**src/rtl/reg_file_pkg.sv**
```systemverilog
// Shared defaults and storage types for the reg_file_sb register file slice.
package reg_file_pkg;
  localparam int unsigned DEF_W  = 8;
  localparam int unsigned DEF_D  = 3;
  localparam int unsigned DEF_NR = 2;

  typedef logic [DEF_D-1:0] reg_addr_t;
  typedef logic [DEF_W-1:0] reg_data_t;

`ifdef ZERO_REG_EN
  localparam bit ZERO_REG = 1'b1;
`else
  localparam bit ZERO_REG = 1'b0;
`endif
endpackage

```
**src/rtl/reg_file_sb_scoreboard.sv**
```systemverilog
// Pending-write scoreboard: issue sets, writeback clears, registered popcount, per-port Busy.
// Honours ZERO_REG_EN (register 0 never becomes pending).
module reg_scoreboard
  import reg_file_pkg::*;
#(
  parameter int unsigned D  = DEF_D,
  parameter int unsigned NR = DEF_NR
) (
  input  logic          Clk,
  input  logic          Reset_n,
  input  logic          IssueEn,
  input  logic [D-1:0]  IssueAddr,
  input  logic          WriteEn,
  input  logic [D-1:0]  Waddr,
  input  logic [NR*D-1:0] Raddr,
  output logic [NR-1:0] Busy,
  output logic [D:0]    PendCount
);
  localparam int unsigned DEPTH = 2**D;

  logic [DEPTH-1:0] pending;
  logic [DEPTH-1:0] pending_nxt;
  logic [D:0]       count_nxt;
  logic             wr_ok;
  logic             iss_ok;

  assign wr_ok  = WriteEn && !(ZERO_REG && (Waddr == '0));
  assign iss_ok = IssueEn && !(ZERO_REG && (IssueAddr == '0));

  // Issue is applied after the clear so a same-address collision leaves the entry pending.
  always_comb begin
    pending_nxt = pending;
    if (wr_ok)
      pending_nxt[Waddr] = 1'b0;
    if (iss_ok)
      pending_nxt[IssueAddr] = 1'b1;
  end

  always_comb begin
    count_nxt = '0;
    for (int unsigned i = 0; i < DEPTH; i++)
      count_nxt = count_nxt + {{D{1'b0}}, pending_nxt[i]};
  end

  always_ff @(posedge Clk or negedge Reset_n) begin
    if (!Reset_n) begin
      pending   <= '0;
      PendCount <= '0;
    end else begin
      pending   <= pending_nxt;
      PendCount <= count_nxt;
    end
  end

  for (genvar p = 0; p < NR; p++) begin : g_busy
    logic [D-1:0] addr;
    assign addr    = Raddr[p*D +: D];
    assign Busy[p] = pending[addr] && !(WriteEn && (Waddr == addr))
                     && !(ZERO_REG && (addr == '0));
  end
endmodule

```
**src/rtl/reg_file_sb.sv**
```systemverilog
// Register file with write-to-read bypass and pending-write scoreboard.
// Optional build macro ZERO_REG_EN hardwires register 0 to zero.
module reg_file_sb
  import reg_file_pkg::*;
#(
  parameter int unsigned W  = DEF_W,
  parameter int unsigned D  = DEF_D,
  parameter int unsigned NR = DEF_NR
) (
  input  logic            Clk,
  input  logic            Reset_n,
  input  logic            WriteEn,
  input  logic [D-1:0]    Waddr,
  input  logic [W-1:0]    DataIn,
  input  logic            IssueEn,
  input  logic [D-1:0]    IssueAddr,
  input  logic [NR*D-1:0] Raddr,
  output logic [NR*W-1:0] DataOut,
  output logic [NR-1:0]   Busy,
  output logic [D:0]      PendCount
);
  localparam int unsigned DEPTH = 2**D;

  logic [W-1:0] regs [DEPTH];

  always_ff @(posedge Clk or negedge Reset_n) begin
    if (!Reset_n) begin
      for (int unsigned i = 0; i < DEPTH; i++)
        regs[i] <= '0;
    end else if (WriteEn && !(ZERO_REG && (Waddr == '0))) begin
      regs[Waddr] <= DataIn;
    end
  end

  // Hardwired zero takes priority over the bypass path.
  for (genvar p = 0; p < NR; p++) begin : g_rd
    logic [D-1:0] addr;
    assign addr = Raddr[p*D +: D];
    always_comb begin
      if (ZERO_REG && (addr == '0))
        DataOut[p*W +: W] = '0;
      else if (WriteEn && (Waddr == addr))
        DataOut[p*W +: W] = DataIn;
      else
        DataOut[p*W +: W] = regs[addr];
    end
  end

  reg_scoreboard #(
    .D  (D),
    .NR (NR)
  ) u_sb (
    .Clk       (Clk),
    .Reset_n   (Reset_n),
    .IssueEn   (IssueEn),
    .IssueAddr (IssueAddr),
    .WriteEn   (WriteEn),
    .Waddr     (Waddr),
    .Raddr     (Raddr),
    .Busy      (Busy),
    .PendCount (PendCount)
  );
endmodule

```
**config.mk**
```make
export PLATFORM = sky130hd
export DESIGN_NAME = reg_file_sb
export DESIGN_NICKNAME = d
export VERILOG_FILES = /design/src/rtl/reg_file_pkg.sv /design/src/rtl/reg_file_sb_scoreboard.sv /design/src/rtl/reg_file_sb.sv
export SDC_FILE = /design/constraint.sdc
export NUM_CORES = 1
export LEC_CHECK = 0
export BUFFER_PORTS_ARGS = -buffer_cell sky130_fd_sc_hd__buf_2
export CAP_MARGIN = 20
export CORE_MARGIN = 2
export CORE_UTILIZATION = 30
export DETAILED_ROUTE_END_ITERATION = 7
export PLACE_DENSITY_LB_ADDON = 0.25
export RECOVER_POWER = 25
export SETUP_SLACK_MARGIN = 0.4
export SLEW_MARGIN = 25
export SYNTH_ARGS = -nofsm -noshare
export SYNTH_HDL_FRONTEND = slang
export SYNTH_HIERARCHICAL = 1
export SYNTH_SLANG_ARGS = --single-unit
```
**constraint.sdc**
```tcl
create_clock -name Clk -period 8.9 [get_ports Clk]
set_input_delay 2.67 -clock Clk [delete_from_list [all_inputs] [get_ports Clk]]
set_output_delay 2.67 -clock Clk [all_outputs]
set_load 0.005 [all_outputs]
```
Yosys cells after proc, flatten, opt, wreduce, memory -nomap -nowiden
Index checks and enable logic that the tools add are counted.
W data, S select, Z words.
- magnitude comparators: 10
- eq/ne operators: 2
- reductions and logical operators: 9
- multiplexer cells: 21
- add/subtract/negate cells: 7
- bitwise logic cells: 6
- operators with widths (cell ; number):
    $mux W8 ; 9
    $bwmux W64 ; 1
    $bmux W8 S3 ; 2
    $add A4 B1 Y4 ; 6
    $demux W8 S3 ; 1
    $lt A3 B4 Y1 const B ; 4
    $ge A4 B4 Y1 const B ; 3
    $not A3 Y4 ; 3
    $and A8 B8 Y8 ; 1
    $not A8 Y8 ; 1
    $or A8 B8 Y8 ; 1
    $logic_and A1 B1 Y1 ; 7
    $bmux W1 S3 ; 2
    $demux W1 S3 ; 2
    $eq A3 B3 Y1 ; 2
    $ge A3 B1 Y1 const B ; 2
    $lt A4 B1 Y1 const B ; 1
    $mux W1 ; 4
    $add A1 B1 Y2 ; 1
    $logic_not A1 Y1 ; 2
- output and inout bits: 22
- register bits: 76

Depth between registers and ports, before layout
- word-level depth: 16
- gate-level depth with buffers: 12

Hierarchy
The synthesis kept the hierarchy.
- modules (own cells, without submodules) (module ; instances ; seq. area each (um^2) ; cells an instance ; area an instance (um^2)):
    reg_file_sb ; 1 ; 1601.5 ; 232 ; 3788.6
    reg_scoreboard ; 1 ; 300.3 ; 94 ; 907.1

Worst setup path before layout
OpenSTA, ideal clock, no wires.
- path kind: input port to output port
- start: input port Raddr[3]
- end: output port DataOut[14]
- data required time: 6.230 ns
- data arrival time: 3.974 ns
- setup slack: 2.256 ns
- stages on the path: 5
- cells stage by stage: buf_6 > buf_12 > mux4_1 > mux2_2 > mux2_4
- cells in the longest elaborated chain, start to end: 5
- elaborated cells between the ends (all ways): 7
- classes of those cells: 1 x eq/ne; 4 x mux; 1 x bitwise; 1 x reduce/logical
- RTL lines (item ; RTL line ; source):
    start, declared ; reg_file_sb.sv:17 ; input logic [NR*D-1:0] Raddr,
    $not A3 Y4 (not written as such) ; reg_file_sb.sv:45 ; DataOut[p*W +: W] = regs[addr];
    $bmux W8 S3 ; reg_file_sb.sv:45 ;
    $mux W8 (not written as such) (2 in series) ; reg_file_sb.sv:45 ;
    $mux W8 * ; reg_file_sb.sv:42 ; else if (WriteEn && (Waddr == addr))
    end, declared ; reg_file_sb.sv:18 ; output logic [NR*W-1:0] DataOut,
Mark *: on every way between the ends. The rest lies on a longest branch, timed or not. The select of a mux whose other input is x is not followed.

Final worst setup path
- start: input port Raddr[0]
- end: output port DataOut[5]
Same word-level chain as after synthesis.

==> metrics.txt <==
# TYPE chip_impl_metric gauge
chip_impl_metric{name="syn-mean-instance-area",unit="µm²"} 14.40
chip_impl_metric{name="clk_latency",unit="ps"} 330
chip_impl_metric{name="fmax",unit="GHz"} 0.1350
chip_impl_metric{name="period_share",unit="%"} 83.21
chip_impl_metric{name="post-cts-setup-buffer-count",unit=""} 0
chip_impl_metric{name="drt-total-wl",unit="µm"} 10880
chip_impl_metric{name="max_slew_margin",unit="%"} -175.9
chip_impl_metric{name="globalRouteOverflowTotal",unit=""} 0
chip_impl_metric{name="dp_hpwl",unit="µm"} 6957
chip_impl_metric{name="cts_max_path_buffers",unit=""} 2
chip_impl_metric{name="power_frac_clock",unit="%"} 27.9
chip_impl_metric{name="antenna_violations_before_repair",unit=""} 0
chip_impl_metric{name="synthCells",unit=""} 326
chip_impl_metric{name="worst_path_max_fanout",unit=""} 22
chip_impl_metric{name="power_switching",unit="µW"} 327.8
chip_impl_metric{name="die-area",unit="µm²"} 16670
chip_impl_metric{name="num-nets-final",unit=""} 387
chip_impl_metric{name="post_drt_via_cell_ratio",unit=""} 4.982
chip_impl_metric{name="synthesized_area_fraction_occupied_by_xor_and_xnor_cells",unit="%"} 2.425
chip_impl_metric{name="syn_nets",unit=""} 357
chip_impl_metric{name="leakagePower",unit="nW"} 2.195
chip_impl_info{name="layout_commonest_cell",value="sky130_fd_sc_hd__mux2_2"} 1
chip_impl_info{name="run_status",value="finished, violations left"} 1
chip_impl_metric{name="worst-endpoint-required",unit="ps"} 6230
chip_impl_info{name="rsz0062_at_grt",value="no"} 1
chip_impl_metric{name="die_width",unit="µm"} 129.1
chip_impl_info{name="cp-start-kind",value="primary input"} 1
chip_impl_metric{name="synth.cell_area",unit="µm²"} 4696
chip_impl_info{name="root_buffer",value="sky130_fd_sc_hd__clkbuf_16"} 1
chip_impl_metric{name="grt_first_pass_wirelength",unit="µm"} 16990
chip_impl_metric{name="cts_max_level",unit=""} 3
chip_impl_metric{name="cellPowerDensity",unit="nW/µm²"} 218.1
chip_impl_metric{name="synth.mux.area_fraction",unit="%"} 41.67
chip_impl_metric{name="period_minus_ws_final",unit="ps"} 7405
chip_impl_metric{name="grt_start_max_net_pins",unit=""} 77
chip_impl_metric{name="synth_sequential_area_ratio",unit="%"} 40.50
chip_impl_info{name="critPathKind",value="in2out"} 1
chip_impl_metric{name="boundaryPins",unit=""} 46
chip_impl_info{name="crit_path_cell_trace",value="buf_2, xnor2_1, nand4_1, mux2_2, buf_2"} 1
chip_impl_info{name="critical_path.endpoint_type",value="output port"} 1
chip_impl_metric{name="post_synth_num_cell_types",unit=""} 36
chip_impl_metric{name="clock_skew",unit="ps"} 1.910
chip_impl_metric{name="routabilityCongestion",unit=""} 0.7477
chip_impl_info{name="crit_slowest_cell",value="sky130_fd_sc_hd__nand4_1"} 1
chip_impl_info{name="critical_path.top_delay_family",value="buffers and inverters"} 1
chip_impl_metric{name="clock-sinks",unit=""} 76
chip_impl_metric{name="remaining_drc_errors",unit=""} 0
chip_impl_metric{name="dr_total_vias",unit=""} 2840
chip_impl_metric{name="yosys_warning_count",unit=""} 6
chip_impl_metric{name="register_bit_total_from_synthesis",unit=""} 76
chip_impl_metric{name="internal_power",unit="µW"} 820.0
chip_impl_metric{name="finalSetupViolCount",unit=""} 0
chip_impl_metric{name="totalPowerFinal",unit="mW"} 1.148
chip_impl_metric{name="core_area",unit="µm²"} 15260
chip_impl_info{name="final_cell_mix",value="sky130_fd_sc_hd__mux2_2 (94), sky130_fd_sc_hd__dfrtp_1 (76), sky130_fd_sc_hd__buf_2 (44), sky130_fd_sc_hd__mux4_1 (18), sky130_fd_sc_hd__mux4_2 (14)"} 1
chip_impl_metric{name="global_route.usage.total",unit="%"} 13.93
chip_impl_metric{name="final-max-slew-violation-count",unit=""} 77
chip_impl_metric{name="wp_data_arrival",unit="ps"} 4740
chip_impl_metric{name="detailedRoute.firstIterationViolations",unit=""} 107
chip_impl_metric{name="swShare",unit="%"} 28.56
chip_impl_metric{name="max_stage_delay",unit="ps"} 660
chip_impl_info{name="tritoncts",value="built"} 1
chip_impl_metric{name="cts-resized-gates",unit=""} 0
chip_impl_metric{name="initial_core_util",unit="%"} 30.77
chip_impl_metric{name="hold_buffers",unit=""} 0
chip_impl_metric{name="timing.final.hold_violations",unit=""} 0
chip_impl_metric{name="wl_per_cell",unit="µm"} 19.09
chip_impl_info{name="crit_path_frequent_cell",value="sky130_fd_sc_hd__buf_2"} 1
chip_impl_metric{name="path_clk_slew",unit="ps"} 60
chip_impl_metric{name="placement_rows",unit=""} 45
chip_impl_metric{name="fin_worst_hold_slack",unit="ps"} 517.2
chip_impl_metric{name="ant_nets",unit=""} 0
chip_impl_metric{name="worst_pin_slew",unit="ps"} 4139
chip_impl_metric{name="tns",unit="ps"} 0
chip_impl_metric{name="yosys.area_share.adder",unit="%"} 2.505
chip_impl_metric{name="power.ir.vdd_worst",unit="mV"} 0.1057
chip_impl_metric{name="die_height",unit="µm"} 129.1
chip_impl_metric{name="number_of_max_cap_violations",unit=""} 1
chip_impl_metric{name="insertedDiodeCount",unit=""} 0
chip_impl_metric{name="critPathBufInv",unit=""} 2
chip_impl_metric{name="share_comb_of_total_power",unit="%"} 30.3
chip_impl_metric{name="grt_pass1_vias",unit=""} 2974
chip_impl_metric{name="io_buffers",unit=""} 45
chip_impl_metric{name="fraction_of_final_layout_cells_with_drive_strength_greater_than_1",unit="%"} 48.19
chip_impl_metric{name="numCtsBuffers",unit=""} 9
chip_impl_info{name="main_combinational_cell_family_by_area_after_synthesis",value="multiplexers"} 1
chip_impl_metric{name="seq_power_share",unit="%"} 41.8
chip_impl_metric{name="synth_compound_gate_area_share",unit="%"} 2.824
chip_impl_info{name="violated_checks",value="max-capacitance violations, max-slew violations"} 1
chip_impl_metric{name="syn_to_final_growth",unit="%"} 12.07
chip_impl_metric{name="synthSimpleGateAreaFrac",unit="%"} 5.729
chip_impl_info{name="worstHoldPathType",value="reg2reg"} 1
chip_impl_metric{name="drt_pre_antenna_iters",unit=""} 4
[power groups by stage]
stage	Clock [mW]	Combinational, mW	Sequential (mW)
floorplan	0	0.265	0.467
global placement	0	0.344	0.477
detailed placement	0	0.351	0.484
CTS	0.335	0.355	0.479
global route	0.348	0.390	0.491
finish	0.321	0.348	0.480
[cells in the mapped netlist]
cell type | count | area share, %
sky130_fd_sc_hd__a21oi_1 | 1 | 0.11
sky130_fd_sc_hd__nand4_1 | 5 | 0.67
sky130_fd_sc_hd__nor2_1 | 3 | 0.24
sky130_fd_sc_hd__mux2_2 | 94 | 23
sky130_fd_sc_hd__inv_1 | 7 | 0.56
sky130_fd_sc_hd__mux4_1 | 18 | 10
sky130_fd_sc_hd__nor3b_2 | 2 | 0.53
sky130_fd_sc_hd__mux2i_1 | 8 | 1.7
sky130_fd_sc_hd__nand2b_1 | 6 | 0.80
sky130_fd_sc_hd__buf_2 | 8 | 0.85
sky130_fd_sc_hd__nand4b_1 | 3 | 0.56
sky130_fd_sc_hd__dfrtp_1 | 76 | 41
sky130_fd_sc_hd__buf_6 | 2 | 0.48
sky130_fd_sc_hd__or3_1 | 1 | 0.13
sky130_fd_sc_hd__and4_1 | 2 | 0.37
sky130_fd_sc_hd__ha_1 | 3 | 0.80
sky130_fd_sc_hd__nand3_1 | 3 | 0.32
sky130_fd_sc_hd__a22oi_1 | 3 | 0.48
sky130_fd_sc_hd__buf_12 | 2 | 0.85
sky130_fd_sc_hd__o31ai_1 | 2 | 0.32
sky130_fd_sc_hd__nand2_1 | 5 | 0.40
sky130_fd_sc_hd__nand2b_4 | 1 | 0.29
sky130_fd_sc_hd__mux4_2 | 14 | 6.7
sky130_fd_sc_hd__a22o_1 | 1 | 0.19
sky130_fd_sc_hd__clkbuf_1 | 4 | 0.32
sky130_fd_sc_hd__nor2b_1 | 5 | 0.67
sky130_fd_sc_hd__o2bb2ai_1 | 1 | 0.19
sky130_fd_sc_hd__xnor2_1 | 13 | 2.4
sky130_fd_sc_hd__o21ai_0 | 10 | 1.1
sky130_fd_sc_hd__fa_1 | 4 | 1.7
sky130_fd_sc_hd__o21a_1 | 3 | 0.48
sky130_fd_sc_hd__buf_1 | 8 | 0.64
sky130_fd_sc_hd__nor3_2 | 2 | 0.43
sky130_fd_sc_hd__mux2_4 | 2 | 0.64
sky130_fd_sc_hd__nand3b_1 | 2 | 0.32
sky130_fd_sc_hd__buf_8 | 2 | 0.64
[worst paths after layout]
kind	start	end	slack [ps]	cells past startpoint
hold reg to reg	regs[55]	regs[55]	520	1
hold / removal	regs[55]	regs[55]	520	1
min in group asynchronous	Reset_n	regs[46]	3780	1
setup / recovery	Raddr[0]	DataOut[5]	1490	5
max in group asynchronous	Reset_n	regs[4]	2790	1
setup reg to reg	u_sb/pending[4]	u_sb/PendCount[2]	6260	10
[cell families (layout without fill, tap and decap cells)]
logic type / Yosys count / in the layout
compound gates: 21 / 21
xor+xnor: 13 / 13
fa+ha+maj: 7 / 7
buf+inv: 33 / 66
flops: 76 / 76
mux: 136 / 136
simple gates: 40 / 40
[cell type report]
class	count	area (µm²)
Tap cell	211	264.0
Inverter	7	26.28
Fill cell	1508	9996
Timing Repair Buffer	45	224.0
Clock inverter	5	31.28
Sequential cell	76	1902
Multi-Input combinational cell	217	2590
Clock buffer	9	225.2
[worst reg2reg max path: stages, from the launching register on]
cell and delay [ps]:
sky130_fd_sc_hd__dfrtp_1 400, sky130_fd_sc_hd__o21ai_0 100, sky130_fd_sc_hd__o31ai_1 140, sky130_fd_sc_hd__fa_1 570, sky130_fd_sc_hd__inv_1 60, sky130_fd_sc_hd__fa_1 460, sky130_fd_sc_hd__inv_1 60, sky130_fd_sc_hd__ha_1 160
sky130_fd_sc_hd__inv_1 60, sky130_fd_sc_hd__fa_1 380, sky130_fd_sc_hd__xnor2_1 140
[registers in the layout, indices dropped and copies added, names as in the netlist]
signal          flops
u_sb/pending        8
regs               64
u_sb/PendCount      4
[layer usage]
metal | share of wire (%) | vias up | GRT usage, %
met5 | 0 | - | 0
met4 | 1.9 | 0 | 4.220
met3 | 3.2 | 13 | 3.881
li1 | - | 1308 | -
met1 | 44 | 1471 | 17.34
met2 | 51 | 48 | 23.65
[through the flow]
| stage | util (%) | cells | cell area (µm²) | setup slack (ps) |
|---|---|---|---|---|
| after floorplan | - | 326 | 4696 | 2256 |
| after global routing | 34.49 | 570 | 5263 | 1392 |
| after global placement | 32.83 | 556 | 5010 | 1495 |
| final | 34.49 | 570 | 5263 | 1495 |
| after detailed placement | 32.83 | 556 | 5010 | 1476 |
| after CTS | 34.51 | 570 | 5266 | 1474 |
No activity file was read; power rests on OpenSTA's default activity.
